==> src/rtl/v_lut_scan.sv <==
// Scan initiator for the list table: issues pipelined level lookups for one product,
// buffers in-order responses in a small FIFO and streams them out with a last marker.
module v_lut_scan #(
  parameter int FIFO_N  = 4,
  parameter int LEVEL_N = 8,
  parameter int ID_W    = 4,
  parameter int KEY_W   = 16,
  parameter int SIZE_W  = 8,
  parameter int LEVEL_W = $clog2(LEVEL_N),
  parameter int LS_W    = LEVEL_W + 1
) (
  input  logic               clk,
  input  logic               rst,
  input  logic               i_busy,
  input  logic               i_scan_vld,
  input  logic [ID_W-1:0]    i_scan_prod_id,
  input  logic [LEVEL_W:0]   i_scan_levels,
  output logic               o_scan_rdy,
  output logic               o_lut_vld_r,
  output logic [ID_W-1:0]    o_lut_prod_id_r,
  output logic [LEVEL_W-1:0] o_lut_level_r,
  input  logic               i_lut_vld_r,
  input  logic [KEY_W-1:0]   i_lut_key,
  input  logic [SIZE_W-1:0]  i_lut_size,
  input  logic               i_lut_error,
  input  logic [LS_W-1:0]    i_lut_listsize,
  output logic               o_ent_vld,
  output logic [LEVEL_W-1:0] o_ent_level,
  output logic [KEY_W-1:0]   o_ent_key,
  output logic [SIZE_W-1:0]  o_ent_size,
  output logic               o_ent_err,
  output logic               o_ent_last,
  input  logic               i_ent_rdy,
  output logic               o_scan_busy_r
);

  localparam int CNT_W = $clog2(FIFO_N + 1);
  localparam int PTR_W = (FIFO_N > 1) ? $clog2(FIFO_N) : 1;
  localparam int LC_W  = LEVEL_W + 1;

  typedef enum logic [1:0] {S_IDLE, S_ISSUE, S_DRAIN} state_t;

  typedef struct packed {
    logic [LEVEL_W-1:0] level;
    logic [KEY_W-1:0]   key;
    logic [SIZE_W-1:0]  size;
    logic               err;
    logic               last;
  } ent_t;

  state_t             state_q, state_d;
  logic [ID_W-1:0]    prod_q, prod_d;
  logic [LC_W-1:0]    lim_q, lim_d;
  logic [LC_W-1:0]    next_lvl_q, next_lvl_d;
  logic [LC_W-1:0]    rsp_lvl_q, rsp_lvl_d;
  logic               stop_q, stop_d;
  logic [CNT_W-1:0]   inflight_q, inflight_d;
  logic [CNT_W-1:0]   fifo_cnt_q, fifo_cnt_d;
  logic [PTR_W-1:0]   wr_ptr_q, wr_ptr_d;
  logic [PTR_W-1:0]   rd_ptr_q, rd_ptr_d;
  logic               lut_vld_q, lut_vld_d;
  logic [ID_W-1:0]    lut_prod_q, lut_prod_d;
  logic [LEVEL_W-1:0] lut_level_q, lut_level_d;
  logic               scan_busy_q, scan_busy_d;

  ent_t               fifo_mem [FIFO_N];
  ent_t               push_ent;
  ent_t               head_ent;
  logic               issue, rsp, push, pop;
  logic [LC_W:0]      lvl_p1;
  logic [CNT_W:0]     credit_used;

  function automatic logic [PTR_W-1:0] ptr_inc(input logic [PTR_W-1:0] p);
    return (p == PTR_W'(FIFO_N - 1)) ? '0 : p + 1'b1;
  endfunction

  always_comb begin
    state_d     = state_q;
    prod_d      = prod_q;
    lim_d       = lim_q;
    next_lvl_d  = next_lvl_q;
    rsp_lvl_d   = rsp_lvl_q;
    stop_d      = stop_q;
    wr_ptr_d    = wr_ptr_q;
    rd_ptr_d    = rd_ptr_q;
    lut_vld_d   = 1'b0;
    lut_prod_d  = lut_prod_q;
    lut_level_d = lut_level_q;

    // FIFO entries plus outstanding lookups never exceed the FIFO depth,
    // so every response that must be kept always has a free slot.
    credit_used = {1'b0, fifo_cnt_q} + {1'b0, inflight_q};
    issue = (state_q == S_ISSUE) && !i_busy && !stop_q && (next_lvl_q < lim_q) &&
            (credit_used < (CNT_W + 1)'(FIFO_N));
    rsp   = i_lut_vld_r && (state_q != S_IDLE) && (inflight_q != '0);
    pop   = (fifo_cnt_q != '0) && i_ent_rdy;
    push  = rsp && !stop_q;

    lvl_p1         = {1'b0, rsp_lvl_q} + 1'b1;
    push_ent.level = rsp_lvl_q[LEVEL_W-1:0];
    push_ent.key   = i_lut_error ? '0 : i_lut_key;
    push_ent.size  = i_lut_error ? '0 : i_lut_size;
    push_ent.err   = i_lut_error;
    push_ent.last  = i_lut_error || (lvl_p1 >= (LC_W + 1)'(i_lut_listsize)) ||
                     (lvl_p1 == {1'b0, lim_q});

    case (state_q)
      S_IDLE: begin
        if (i_scan_vld) begin
          state_d    = S_ISSUE;
          prod_d     = i_scan_prod_id;
          next_lvl_d = '0;
          rsp_lvl_d  = '0;
          stop_d     = 1'b0;
          if (i_scan_levels == '0)
            lim_d = LC_W'(1);
          else if (i_scan_levels > LC_W'(LEVEL_N))
            lim_d = LC_W'(LEVEL_N);
          else
            lim_d = i_scan_levels;
        end
      end
      S_ISSUE: if (stop_q) state_d = S_DRAIN;
      S_DRAIN: if ((inflight_q == '0) && (fifo_cnt_q == '0)) state_d = S_IDLE;
      default: state_d = S_IDLE;
    endcase

    if (issue) begin
      lut_vld_d   = 1'b1;
      lut_prod_d  = prod_q;
      lut_level_d = next_lvl_q[LEVEL_W-1:0];
      next_lvl_d  = next_lvl_q + 1'b1;
    end

    if (rsp) rsp_lvl_d = rsp_lvl_q + 1'b1;
    if (push && push_ent.last) stop_d = 1'b1;
    if (push) wr_ptr_d = ptr_inc(wr_ptr_q);
    if (pop)  rd_ptr_d = ptr_inc(rd_ptr_q);

    inflight_d  = inflight_q + CNT_W'(issue) - CNT_W'(rsp);
    fifo_cnt_d  = fifo_cnt_q + CNT_W'(push) - CNT_W'(pop);
    scan_busy_d = (state_d != S_IDLE);
  end

  always_ff @(posedge clk) begin
    if (rst) begin
      state_q     <= S_IDLE;
      prod_q      <= '0;
      lim_q       <= '0;
      next_lvl_q  <= '0;
      rsp_lvl_q   <= '0;
      stop_q      <= 1'b0;
      inflight_q  <= '0;
      fifo_cnt_q  <= '0;
      wr_ptr_q    <= '0;
      rd_ptr_q    <= '0;
      lut_vld_q   <= 1'b0;
      lut_prod_q  <= '0;
      lut_level_q <= '0;
      scan_busy_q <= 1'b0;
    end else begin
      state_q     <= state_d;
      prod_q      <= prod_d;
      lim_q       <= lim_d;
      next_lvl_q  <= next_lvl_d;
      rsp_lvl_q   <= rsp_lvl_d;
      stop_q      <= stop_d;
      inflight_q  <= inflight_d;
      fifo_cnt_q  <= fifo_cnt_d;
      wr_ptr_q    <= wr_ptr_d;
      rd_ptr_q    <= rd_ptr_d;
      lut_vld_q   <= lut_vld_d;
      lut_prod_q  <= lut_prod_d;
      lut_level_q <= lut_level_d;
      scan_busy_q <= scan_busy_d;
    end
  end

  // Storage carries no reset; occupancy and pointers define what is valid.
  always_ff @(posedge clk) begin
    if (push) fifo_mem[wr_ptr_q] <= push_ent;
  end

  fifo_no_overflow: assert property (@(posedge clk) disable iff (rst)
    !(push && (fifo_cnt_q == CNT_W'(FIFO_N))));

  assign head_ent        = fifo_mem[rd_ptr_q];
  assign o_scan_rdy      = (state_q == S_IDLE);
  assign o_lut_vld_r     = lut_vld_q;
  assign o_lut_prod_id_r = lut_prod_q;
  assign o_lut_level_r   = lut_level_q;
  assign o_ent_vld       = (fifo_cnt_q != '0);
  assign o_ent_level     = head_ent.level;
  assign o_ent_key       = head_ent.key;
  assign o_ent_size      = head_ent.size;
  assign o_ent_err       = head_ent.err;
  assign o_ent_last      = head_ent.last;
  assign o_scan_busy_r   = scan_busy_q;

endmodule
==> config.mk <==
export PLATFORM = sky130hd
export DESIGN_NAME = v_lut_scan
export DESIGN_NICKNAME = d
export VERILOG_FILES = /design/src/rtl/v_lut_scan.sv
export SDC_FILE = /design/constraint.sdc
export NUM_CORES = 1
export LEC_CHECK = 0
export BUFFER_PORTS_ARGS = -buffer_cell sky130_fd_sc_hd__buf_2
export CAP_MARGIN = 20
export CORE_MARGIN = 4
export CORE_UTILIZATION = 55
export DETAILED_ROUTE_END_ITERATION = 12
export PLACE_DENSITY_LB_ADDON = 0.1
export SETUP_SLACK_MARGIN = 0.1
export SKIP_CTS_REPAIR_TIMING = 1
export SLEW_MARGIN = 20
export SYNTH_ARGS = -nofsm -noshare
export SYNTH_HDL_FRONTEND = slang
export SYNTH_SLANG_ARGS = --single-unit
export TNS_END_PERCENT = 30
==> constraint.sdc <==
create_clock -name clk -period 3.65 [get_ports clk]
set_input_delay 0.73 -clock clk [delete_from_list [all_inputs] [get_ports clk]]
set_output_delay 0.73 -clock clk [all_outputs]
set_load 0.01 [all_outputs]
Word level (Yosys, flattened, before mapping) --
Memory sizes are Yosys's and may differ from the RTL's. A register that Yosys moved wholly into a read port is not among the register bits. Index checks and enable logic that the tools add are counted.
Storage, ports and cells: memories kept 1, RAM bits 116, input bits 43, bits in registers 38, logic and storage cells 88, output and inout port bits 40
Cells by class: reduce and logical (&&, ||, !) cells 32, equal/unequal tests 5, multiplexer cells 22, add/sub/neg operators 10, magnitude comparators 4
Memory list:
- fifo_mem | words 4, width 29, read ports 1, clocked after memory_dff 1, wr ports 1, RTL line 66 | ent_t fifo_mem [FIFO_N];
Operator list (count):
- 4-bit two-way mux | 6
- 16-bit two-way mux | 1
- 2-bit nonzero test | 8
- 2-bit two-way mux | 7
- 1-bit logical AND | 10
- 4-bit by 1-bit adder with 4-bit output (second input constant) | 2
- 8-bit two-way mux | 1
- 2-bit AND reduction | 4
- 3-bit by 1-bit adder with 3-bit output | 2
- 2-bit == test (second input constant) | 3
- 3-bit zero test | 2
- 1-bit two-way mux | 6
- 2-bit case mux with 3 select lines | 1
- 3-bit nonzero test | 2
- 3-bit by 1-bit subtractor with 3-bit output | 2
- 4-bit by 1-bit adder with 5-bit output (second input constant) | 1
- 5-bit by 4-bit == test with 1-bit output | 1
- 5-bit by 4-bit greater-or-equal comparator with 1-bit output | 1
- 2-bit by 1-bit adder with 2-bit output (second input constant) | 2
- 3-bit by 3-bit adder with 4-bit output | 1
- 4-bit greater-than comparator (second input constant) | 1
- 4-bit zero test | 1
- 4-bit by 3-bit less-than comparator with 1-bit output (second input constant) | 1
- 4-bit less-than comparator | 1
- 4 further kinds | 6

Logic depth before layout (Yosys ltp) --
Gate-level depths: netlist (run 1).
word-level depth 7, mapped depth 13, depth with buffers taken out 12

Worst setup path after synthesis (run 1) --
No wires, ideal clock.
kind input to register, start input i_lut_vld_r, end register fifo_cnt_q[2], stages 12, required time 3.522 ns, arrival time 2.610 ns, setup slack 0.913 ns, cells stage by stage or3b_1 -> buf_2 -> nor2_1 -> inv_1 -> ha_1 -> inv_1 -> ha_1 -> inv_1 -> fa_1 -> xor2_1 -> xnor2_1 -> nor2_1
On the way: word-level cells in the longest chain between the ends 5
RTL lines:
- from (decl) | RTL line 22 | input logic i_lut_vld_r,
- 1-bit logical AND (2 in a row) | RTL line 95 | rsp = i_lut_vld_r && (state_q != S_IDLE) && (inflight_q != '0);
- 1-bit logical AND | RTL line 97 | push = rsp && !stop_q;
- 3-bit by 1-bit adder with 3-bit output | RTL line 141 | fifo_cnt_d = fifo_cnt_q + CNT_W'(push) - CNT_W'(pop);
- 3-bit by 1-bit subtractor with 3-bit output | RTL line 141
- to (signal assigned) | RTL line 169 | fifo_cnt_q <= fifo_cnt_d;
- to (decl) | RTL line 58 | logic [CNT_W-1:0] fifo_cnt_q, fifo_cnt_d;
No other way between the ends. A chain may end at the register's enable or synchronous reset.

==> results of run 1 <==
==> state kept, by name, indices dropped and copies added, names as in the netlist, named ones only <==
register,count
fifo_mem,116
lim_q,4
next_lvl_q,4
o_lut_prod_id_r,4
prod_q,4
rsp_lvl_q,4
fifo_cnt_q,3
inflight_q,3
o_lut_level_r,3
rd_ptr_q,2
state_q,2
wr_ptr_q,2
o_lut_vld_r,1
o_scan_busy_r,1
stop_q,1
==> worst paths after layout <==
| path | endpoint | depth (start not counted) | slack, ps |
|---|---|---|---|
| setup / recovery | o_ent_size[4] | 3 | 810 |
| hold / removal | rd_ptr_q[1] | 2 | 480 |
| setup reg to reg | fifo_cnt_q[2] | 12 | 900 |
| hold reg to reg | rd_ptr_q[1] | 2 | 480 |
==> placed cells by master, fill, tap and decap left out, drive strengths merged, types with 5 or more instances in the layout <==
master / n
dfxtp: 40
clkbuf: 19
o21ai: 6
clkinv: 5
nand2: 12
mux2i: 13
mux4: 29
nor2b: 28
buf: 89
edfxtp: 116
inv: 18
nand3: 11
ha: 20
xnor2: 7
nor2: 26
a21oi: 17
==> kinds of logic after synthesis <==
logic type / share of synthesized area
AOI/OAI and AO/OA: 0.0316
xor gates and xnor gates: 0.0164
adders and majority gates: 0.0458
buffers and inverters: 0.0219
DFF: 0.675
muxes: 0.123
and+or+nand+nor: 0.0856
==> routing by layer <==
layer | share of wire | vias to the layer above
met5 | 0.00060 | -
li1 | - | 1675
met4 | 0.0040 | 2
met1 | 0.43 | 1724
met2 | 0.51 | 85
met3 | 0.052 | 4
==> power by group through the flow <==
stage	clock [mW]	combinational (mW)	sequential [mW]
2_1_floorplan	0	0.509	2.04
3_3_place_gp	0	0.688	2.07
3_5_place_dp	0	0.705	2.08
4_1_cts	1.76	0.710	2.04
5_1_grt	1.84	0.767	2.05
6_report	1.72	0.691	2.04
==> worst register-to-register path, delay by kind of cell, from the launching register on <==
kind | cells | cell delay, ps
and+or+nand+nor | 4 | 910
buffers and inverters | 3 | 170
adders and majority gates | 3 | 800
DFF | 1 | 400
xor gates and xnor gates | 2 | 330
==> per-stage QoR <==
step,cells,utilization,cell area [um2],power [mW]
finish,642,0.679,7520,4.45
global route,642,0.679,7520,4.66
CTS,642,0.679,7520,4.51
detailed placement,611,0.626,6940,2.78
global placement,611,0.626,6940,2.76
floorplan,398,-,6340,2.55
==> final cells by class <==
| cell class | instances | area (um2) |
|---|---|---|
| sequential | 156 | 4290 |
| fill | 796 | 3560 |
| multi-input combinational | 208 | 1920 |
| timing repair buffer | 89 | 488 |
| clock buffer | 19 | 433 |
| tap | 140 | 175 |
| clock inverter | 12 | 148 |
| inverter | 18 | 67.6 |
==> flow_summary.json, run 1 <==
{
  "reg2reg_from": "state_q[0]",
  "avgRoutedWirePerCell_um": 18.0,
  "ys_seq_area_frac": 0.675,
  "cts_tree": "built",
  "synthCells": 398,
  "worstMarginPinSlew_ps": 801,
  "setup-tns-final_ps": 0,
  "start_util": 0.573,
  "cp_cell_sequence": "buf_4 > mux4_2 > buf_2",
  "gp_congestion": 0.831,
  "p_seq_frac": 0.458,
  "rsz0062_at_grt": "false",
  "syn2layout_area_growth_pct": 18.5,
  "use_met2": 0.314,
  "wirelength_um": 11600,
  "grt_max_degree": 39,
  "antenna_found_initial": 1,
  "grt_pass1_vias": 3626,
  "cts_buffers": 17,
  "critPathMaxStageDelay_ps": 590,
  "peakVddDrop_mv": 0.344,
  "relSlewSlack": 0.465,
  "crit_path_end_kind": "output port",
  "clkLatencyLatePin_ps": 410,
  "hold_start": "rd_ptr_q[1]",
  "synth_fp_nets": 463,
  "overflow": 0,
  "io_buffers": 82,
  "p_leak_nw": 2.81,
  "fin_skew_ps": 12.6,
  "crit_path_max_fanout": 23,
  "route.vias.total": 3490,
  "critPathKind": "flop to output port",
  "yosys.cell_count.top_type": "edfxtp_1",
  "fin_hold_ws_ps": 475,
  "layout_setup_ws_ps": 807,
  "synth.avg_cell_area_um2": 15.9,
  "clk_pin_slew_ps": 50,
  "io_pins": 83,
  "hold_violations": 0,
  "gr-usage-met3": 0.0553,
  "async_flop_share": 0,
  "nNetsFinal": 555,
  "synth_edf_count": 116,
  "cp_data_required_time_ps": 2920,
  "drtIter0Drc": 211,
  "cap_viol_max_count": 0,
  "die_w_um": 115,
  "yosysTopAreaCell": "edfxtp_1",
  "synth_area_um2": 6340,
  "clockPowerShare": 0.387,
  "num_rows": 38,
  "diodes": 0,
  "synth_warnings": 0,
  "die_h_um": 115,
  "power.internal_mw": 3.39,
  "path_delay_family": "buffers and inverters",
  "switching_share": 0.239,
  "dp_slack_ps": 629,
  "busiest_layer": "met2",
  "fmax_mhz": 352,
  "fin_crit_sh": 0.779,
  "firstDrtPassIters": 4,
  "hold_class": "flop to flop",
  "grt_use_met1": 0.230,
  "netlist.area_leader.share": 0.549,
  "cp-start-kind": "flop",
  "min_period_ps": 2840,
  "yosys_register_bits": 156,
  "status": "finished clean",
  "synthTopCellsByArea": "edfxtp_1 (55%), dfxtp_1 (13%), mux4_2 (10%)",
  "drive_gt1_frac": 0.311,
  "combinationalPowerShare": 0.155,
  "cts_sinks": 156,
  "pwr_density_cell_nw_per_um2": 592,
  "crit_buf_inv": 2,
  "netlist_top_cells_count": "edfxtp_1 (116), dfxtp_1 (40), mux4_2 (29)",
  "grt_pass1_wl_um": 18500,
  "track_usage": 0.186,
  "synthFlopType": "edfxtp_1",
  "dpl.hpwl_um": 7330,
  "switchingPower_mw": 1.06,
  "setup_viol": 0,
  "drc": 0,
  "ant_nets": 0,
  "root_buffer": "clkbuf_16",
  "vias_per_cell": 5.44,
  "ctsLongestPathBuffers": 2,
  "synth_cell_type_count": 40,
  "cp.arrival_ps": 2110,
  "fp.coreArea_um2": 11100,
  "slew_viol_final": 0,
  "crit_path_top_delay_cell": "mux4_2",
  "dieArea_um2": 13300,
  "h-tree-depth": 4
}
No activity file was read; power rests on OpenSTA's default activity.
==> inputs of run 2 (changes only) <==
CORE_UTILIZATION = 52   (was 55)
clock period = 2.5 ns   (was 3.65 ns; I/O delays follow)
==> flow_summary.json, run 2 (same netlist as run 1, synthesis figures left out) <==
{
  "status": "finished clean",
  "cts_sinks": 156,
  "switching_share": 0.240,
  "grt_pass1_vias": 3603,
  "drtIter0Drc": 214,
  "fp.coreArea_um2": 12000,
  "cts_buffers": 17,
  "clk_pin_slew_ps": 60,
  "die_h_um": 118,
  "reg2reg_from": "lim_q[1]",
  "wirelength_um": 11500,
  "io_buffers": 82,
  "gp_congestion": 0.766,
  "final_cell_mix": "edfxtp_1 (116), buf_2 (82), dfxtp_1 (35), mux4_2 (29), nor2b_1 (28)",
  "relSlewSlack": 0.459,
  "switchingPower_mw": 1.62,
  "avgRoutedWirePerCell_um": 17.4,
  "cp_cell_sequence": "inv_1 > ha_1 > a211oi_4 > o21bai_4 > ha_4 > inv_1 > ha_2 > fa_2 > nor2b_1",
  "fin_util": 0.647,
  "crit_path_end_kind": "flop",
  "crit_path_top_delay_cell": "fa_2",
  "clockPowerShare": 0.396,
  "ant_nets": 0,
  "ctsLongestPathBuffers": 2,
  "num_rows": 40,
  "track_usage": 0.174,
  "cp.arrival_ps": 2680,
  "largest_register_ff_count": 116,
  "combinationalPowerShare": 0.166,
  "cap_viol_max_count": 0,
  "io_pins": 83,
  "route.vias.total": 3539,
  "final_common_cell": "edfxtp_1",
  "worstMarginPinSlew_ps": 809,
  "hold_violations": 0,
  "rsz0062_at_grt": "true",
  "drc": 0,
  "peakVddDrop_mv": 0.602,
  "cp_data_required_time_ps": 2850,
  "fin_hold_ws_ps": 314,
  "syn2layout_area_growth_pct": 22.0,
  "root_buffer": "clkbuf_16",
  "nNetsFinal": 565,
  "power.internal_mw": 5.13,
  "hold_start": "i_scan_prod_id[0]",
  "die_w_um": 118,
  "p_seq_frac": 0.438,
  "min_path_cells": 3,
  "start_util": 0.530,
  "cp-start-kind": "flop",
  "fmax_mhz": 429,
  "overflow": 0,
  "fill_cells": 875,
  "final_area_um2": 7740,
  "dieArea_um2": 14000,
  "drive_gt1_frac": 0.355,
  "antenna_found_initial": 0,
  "critPathMaxStageDelay_ps": 510,
  "regMostFlops": "fifo_mem",
  "pwr_density_cell_nw_per_um2": 871,
  "dpl.hpwl_um": 7140,
  "power_mw": 6.74,
  "min_period_ps": 2330,
  "p_leak_nw": 2.90,
  "grt_pass1_wl_um": 18500,
  "diodes": 0,
  "grt_max_degree": 39,
  "placed_area_um2": 7070,
  "clkLatencyLatePin_ps": 420,
  "vias_per_cell": 5.36,
  "fin_skew_ps": 6.06,
  "critPathKind": "flop to flop",
  "hold_class": "input pin to flop",
  "fin_crit_sh": 0.933,
  "setup_viol": 0,
  "crit_path_max_fanout": 3,
  "h-tree-depth": 4,
  "slew_viol_final": 0,
  "cts_tree": "built",
  "rrSetupSlack_ps": 170,
  "reg2reg_to": "inflight_q[1]",
  "ff2ff_path_depth": 9,
  "crit_top_cell": "inv_1",
  "hold_end": "prod_q[0]",
  "firstDrtPassIters": 5
}
-- run 2: cell count changes in the layout (fill, tap and decap cells not counted), moves of 2 or more --
cell	before	now
clkinvlp_2	2	0
clkinv_4	1	3
fa_2	0	2
dfxtp_2	1	4
buf_4	5	12
buf_12	2	5
ha_1	20	17
fa_1	2	0
nor2_1	26	24
clkbuf_1	2	0
dfxtp_1	39	35
ha_4	0	2
-- run 2: how the worst max path moves through the flow --
stage | cells after the start | endpoint | slack (ps) | startpoint
4_1_cts | 12 | fifo_cnt_q[2] | 30 | state_q[1]
5_1_grt | 11 | fifo_cnt_q[2] | 80 | fifo_cnt_q[2]
2_1_floorplan | 10 | inflight_q[1] | 70 | fifo_cnt_q[2]
6_report | 9 | inflight_q[1] | 170 | lim_q[1]
3_3_place_gp | 12 | fifo_cnt_q[2] | 10 | i_lut_vld_r
3_5_place_dp | 12 | fifo_cnt_q[2] | -40 | i_lut_vld_r
-- run 2: critical path, delay by kind of cell, from the launching register on --
kind,cells,cell delay (ps)
buffers and inverters,2,100
DFF,1,390
adders and majority gates,4,1270
and+or+nand+nor,1,110
AOI/OAI and AO/OA,2,410
-- run 2: area by class of cell --
class                      count  area, um2  area share
sequential                   156       4290       0.555
clock buffer                  17        425      0.0550
inverter                      18       67.6     0.00873
timing repair buffer          99        601      0.0776
clock inverter                15        195      0.0252
multi-input combinational    208       1970       0.255
tap                          147        184      0.0238
-- run 2: per-layer routing --
layer,vias to the layer above,track usage,wire length [um],part of all wire
met5,-,0,0,0
met4,0,0.0739,250,0.022
met3,21,0.0488,543,0.047
met2,92,0.282,5660,0.49
met1,1730,0.220,5050,0.44
li1,1696,-,-,-
-- run 2: stage by stage --
step | TNS [ps] | setup slack [ps] | instances
5_1_grt | 0 | 78.4 | 660
3_5_place_dp | -35.2 | -35.2 | 626
3_3_place_gp | 0 | 10.4 | 626
2_1_floorplan | 0 | 72.1 | 398
6_report | 0 | 168 | 660
4_1_cts | 0 | 31.2 | 658
-- run 2: power by group through the flow --
stage / sequential (mW) / clock, mW / combinational, mW
CTS: 2.95 / 2.72 / 1.11
global placement: 3.00 / 0 / 1.08
finish: 2.95 / 2.67 / 1.12
floorplan: 2.99 / 0 / 0.753
global route: 2.96 / 2.84 / 1.24
detailed placement: 3.00 / 0 / 1.10
